==> config.mk <==
export PLATFORM = sky130hd
export DESIGN_NAME = width_change_16to8
export DESIGN_NICKNAME = d
export VERILOG_FILES = /design/src/rtl/width_change_16to8.sv
export SDC_FILE = /design/constraint.sdc
export NUM_CORES = 1
export LEC_CHECK = 0
export ABC_CLOCK_PERIOD_IN_PS = 2200
export BUFFER_PORTS_ARGS = -buffer_cell sky130_fd_sc_hd__buf_2
export CAP_MARGIN = 25
export CORE_AREA = 2 2 78 80
export DETAILED_ROUTE_END_ITERATION = 16
export DIE_AREA = 0 0 80 82
export PLACE_DENSITY = 0.73
export SLEW_MARGIN = 25
export SYNTH_ARGS = -nofsm -noshare
export SYNTH_HDL_FRONTEND = slang
export SYNTH_SLANG_ARGS = --single-unit
==> constraint.sdc <==
create_clock -name clk -period 2.2 [get_ports clk]
set_input_delay 0.11 -clock clk [delete_from_list [all_inputs] [get_ports clk]]
set_output_delay 0.11 -clock clk [all_outputs]
set_load 0.005 [all_outputs]
==> src/rtl/width_change_16to8.sv <==
`timescale 1ns/1ps
// Purpose: re-serialise packed AWIDTH-bit words into BWIDTH-bit bytes, MSB byte first, via a DEPTH-word FIFO.
// Latency: a word written at edge N presents its first byte (b_vld=1) in the cycle after edge N.
// Backpressure: b_rdy low stalls output bytes stably; input words arriving while full without a pop are dropped (sticky ovf).
module width_change_16to8 #(
    parameter int AWIDTH = 16,
    parameter int BWIDTH = 8,
    parameter int DEPTH  = 4
) (
    input  logic              clk,
    input  logic              rst_n,
    input  logic              a_vld,
    input  logic [AWIDTH-1:0] a,
    output logic              b_vld,
    output logic [BWIDTH-1:0] b,
    input  logic              b_rdy,
    output logic              full,
    output logic              ovf
);

    localparam int CNT_MAX = AWIDTH / BWIDTH;
    localparam int CW      = (CNT_MAX > 1) ? $clog2(CNT_MAX) : 1;
    localparam int PW      = $clog2(DEPTH);
    localparam int NW      = $clog2(DEPTH + 1);

    localparam logic [CW-1:0] CNT_LAST = CW'(CNT_MAX - 1);
    localparam logic [NW-1:0] DEPTH_N  = NW'(DEPTH);

    logic [AWIDTH-1:0] mem_q [DEPTH];
    logic [PW-1:0]     wr_ptr_q, wr_ptr_d;
    logic [PW-1:0]     rd_ptr_q, rd_ptr_d;
    logic [NW-1:0]     count_q,  count_d;
    logic [CW-1:0]     cnt_q,    cnt_d;
    logic              ovf_q,    ovf_d;

    logic              xfer;
    logic              pop;
    logic              push;
    logic              drop;
    logic [AWIDTH-1:0] head_shift;

    // Status and output byte selection, all derived from registered state (no write bypass).
    always_comb begin
        b_vld      = (count_q != '0);
        full       = (count_q == DEPTH_N);
        ovf        = ovf_q;
        head_shift = mem_q[rd_ptr_q] << (int'(cnt_q) * BWIDTH);
        b          = b_vld ? head_shift[AWIDTH-1 -: BWIDTH] : '0;
    end

    // Next-state: byte index, pointers, occupancy and sticky overflow.
    always_comb begin
        xfer     = b_vld && b_rdy;
        pop      = xfer && (cnt_q == CNT_LAST);
        // A pop in the same cycle frees the slot, so a full FIFO still accepts.
        push     = a_vld && (!full || pop);
        drop     = a_vld && full && !pop;

        cnt_d    = cnt_q;
        rd_ptr_d = rd_ptr_q;
        wr_ptr_d = wr_ptr_q;
        count_d  = count_q;
        ovf_d    = ovf_q || drop;

        if (xfer) begin
            cnt_d = pop ? '0 : cnt_q + CW'(1);
        end
        if (pop) begin
            rd_ptr_d = rd_ptr_q + PW'(1);
        end
        if (push) begin
            wr_ptr_d = wr_ptr_q + PW'(1);
        end
        if (push && !pop) begin
            count_d = count_q + NW'(1);
        end else if (pop && !push) begin
            count_d = count_q - NW'(1);
        end
    end

    // Control state register; reset discards any stored or partially sent word.
    always_ff @(posedge clk or negedge rst_n) begin
        if (!rst_n) begin
            wr_ptr_q <= '0;
            rd_ptr_q <= '0;
            count_q  <= '0;
            cnt_q    <= '0;
            ovf_q    <= 1'b0;
        end else begin
            wr_ptr_q <= wr_ptr_d;
            rd_ptr_q <= rd_ptr_d;
            count_q  <= count_d;
            cnt_q    <= cnt_d;
            ovf_q    <= ovf_d;
        end
    end

    // Word storage; contents are only meaningful while counted, so no reset is needed.
    always_ff @(posedge clk) begin
        if (push) begin
            mem_q[wr_ptr_q] <= a;
        end
    end

endmodule

==> metrics.md <==
| Metric | Value |
|---|---|
| Outcome | `finished clean` |
| Fin crit share | `0.961` |
| Clk_skew | `6.68 ps` |
| DRT antenna net count | `0` |
| Die width | `80 um` |
| Most frequent cells after synthesis | `64 x edfxtp_1, 32 x mux2i_1, 16 x a22oi_1, 9 x dfrtp_1, 8 x and3_1` |
| Fmax | `0.473 GHz` |
| CTS buffer count | `9` |
| Footprint of the multi-input gates | `798 um^2` |
| Seq/Total Area, Yosys | `0.704` |
| Final Hold Fails | `0` |
| Crit path max fanout | `4` |
| Clock transition at path regs | `70 ps` |
| Most numerous cell in the Yosys netlist | `edfxtp_1` |
| HP Class | `primary input to flip-flop` |
| # fillers | `428` |
| Reg power frac | `0.429` |
| Synthesized Nets | `199` |
| Min cycle time layout | `2110 ps` |
| CTS Buffer Depth | `2` |
| Top cell type by total area after synthesis | `edfxtp_1` |
| Clock share of power | `0.197` |
| Reg area | `2150 um^2` |
| Main flop type after synthesis | `edfxtp_1` |
| # diodes | `0` |
| Initial DRT Pass Iterations | `4` |
| Max IR drop VDD | `0.844 mV` |
| Nets | `259` |
| Hpwl dp | `3400 um` |
| Share of synthesized registers carrying an async set or reset | `0.123` |
| Worst hold slack | `28.1 ps` |
| Share of the synthesized area in the top cell type | `0.630` |
| Share of cells above drive strength 1 | `0.269` |
| Max Slew Vio Count | `0` |
| Number of global-route vias before repair | `1719` |
| Cells after Synth | `173` |
| I/O Buffers | `30` |
| Core footprint | `5750 um^2` |
| Num ports | `31` |
| Worst setup SP type | `flip-flop` |
| Row count | `28` |
| Vias/cell | `5.36` |
| Internal power | `0.00317 W` |
| Clock latency at the later pin of the worst-skew pair | `340 ps` |
| EDFF count, synth | `64` |
| Combinational Power Share | `0.373` |
| Area delta synth->final | `19.4%` |
| Final instance area | `3640 um^2` |
| Pleak | `1.41 nW` |
| Die area | `6560 um^2` |
| #FFs+latches synth | `73` |
| Critical Path RT | `2460 ps` |
| Placer Congestion | `0.713` |
| # setup viols final | `0` |
| Mapped Area | `3050 um^2` |
| GRT overflow | `0` |
| # H-tree levels | `3` |
| Drt wl/cell | `17.3 um` |
| Initial Util | `0.531` |
| Critical path class | `flip-flop to flip-flop` |
| First-pass GRT wire length | `8380 um` |
| Switch share | `0.322` |
| Largest net degree at the start of global routing | `34` |
| Arr. time, crit path | `2380 ps` |
| CP endpoint kind | `flip-flop` |
| CTS tree | `yes` |
| CTS sink count | `73` |
| Top post-synthesis cells by area | `edfxtp_1 63%, mux2i_1 11%, dfrtp_1 7.4%` |
| Syn avg cell area | `17.6 um^2` |
| Synth warn | `0` |
| Via total after detailed routing | `1678` |
| DRC | `0` |
| PwrDens | `1280 nW/um^2` |
| Routed WL | `5420 um` |
| Iter 0 DRT Violations | `77` |
| Post-synth cell types | `28` |
| Net Sw Power | `0.00150 W` |
| Root Buffer | `clkbuf_8` |
| Initial antenna violation count | `0` |
| Worst slew pin tran | `394 ps` |
| Tot GR Track Use | `0.179` |
| Post-DP Area | `3280 um^2` |
| Die height | `82 um` |
| Slew headroom | `0.737` |
| Maxcap violations | `0` |
==> sequential cells by signal, indices dropped and copies added (netlist names) <==
name	count
cnt_q	1
count_q	3
mem_q	64
ovf	1
rd_ptr_q	2
wr_ptr_q	2
==> layout make-up <==
class                   count  area share
flip-flops and latches     73       0.590
well taps                  75      0.0258
clock inverters             3     0.00481
clock buffers              13      0.0436
multi-input cells          88       0.219
repair buffers             58       0.114
inverters                   3     0.00309
==> kinds of logic (layout without fill, tap and decap cells) <==
| family | after synthesis | count (layout) | share of synthesized area |
|---|---|---|---|
| multiplexers | 34 | 34 | 0.114 |
| AO/OA/AOI/OAI | 18 | 18 | 0.0484 |
| AND/OR/NAND/NOR | 23 | 23 | 0.0525 |
| adder cells (fa/ha/maj) | 6 | 6 | 0.0271 |
| flip-flops | 73 | 73 | 0.704 |
| XOR/XNOR | 7 | 7 | 0.0201 |
| buffers and inverters | 12 | 77 | 0.0345 |
==> cells in the final DEF (no fill, tap or decap), types with 2 or more instances in the layout <==
master / n
and2_1: 5
a22oi_1: 16
mux2i_1: 32
and3_1: 8
dfrtp_1: 8
clkinv_2: 2
nor2b_1: 2
buf_2: 30
clkbuf_8: 11
buf_4: 10
xor2_1: 2
edfxtp_1: 64
xnor2_1: 5
ha_1: 5
dlygate4sd3_1: 17
inv_1: 3
clkbuf_1: 2
==> power by group through the flow <==
stage,logic [W],registers (W),clock network [W]
finish,0.00175,0.00201,0.000923
global route,0.00192,0.00204,0.00101
CTS,0.00173,0.00202,0.000943
detailed placement,0.00171,0.00204,0
global placement,0.00163,0.00202,0
floorplan,0.00125,0.00200,0
==> per-layer routing <==
metal / global-route usage / vias to the layer above / share of wire
li1: - / 785 / -
met1: 0.201 / 860 / 0.41
met2: 0.322 / 28 / 0.54
met3: 0.0626 / 5 / 0.041
met4: 0.0559 / 0 / 0.0083
met5: 0 / - / 0
==> worst paths after layout <==
check / cells after the start / start / to / slack (ps)
min in group asynchronous: 2 / rst_n / count_q[2] / 150
worst min register to register: 1 / ovf / ovf / 500
worst min-delay path: 2 / a_vld / ovf / 30
worst max-delay path: 8 / count_q[0] / count_q[2] / 90
max in group asynchronous: 2 / rst_n / count_q[0] / 1860
worst max register to register: 8 / count_q[0] / count_q[2] / 90
==> worst max-delay path: stages, from the launching register on <==
cell and delay, ps:
dfrtp_2 440, or3_4 390, nand3_2 110, ha_1 200, inv_1 60, fa_1 390
xor2_1 160, nor2_1 130, xor2_1 160
==> per-stage QoR <==
stage / utilization / cells / power, W / setup WS, ps / TNS (ps)
global route: 0.634 / 313 / 0.00497 / -2.81 / -2.81
global placement: 0.571 / 278 / 0.00365 / 203 / 0
floorplan: - / 173 / 0.00325 / 218 / 0
CTS: 0.631 / 311 / 0.00469 / 37.9 / 0
detailed placement: 0.571 / 278 / 0.00375 / 52.2 / 0
finish: 0.634 / 313 / 0.00468 / 85.7 / 0
==> what timing repair did <==
| item | 4_1_cts | 5_1_grt |
|---|---|---|
| gates resized for setup | 0 | 1 |
| hold buffers | 17 | 0 |
| setup endpoints to repair | 0 | 1 |
| setup buffers | 0 | 2 |
| hold endpoints to repair | 73 | 0 |
Power figures use the tool's default switching activity.
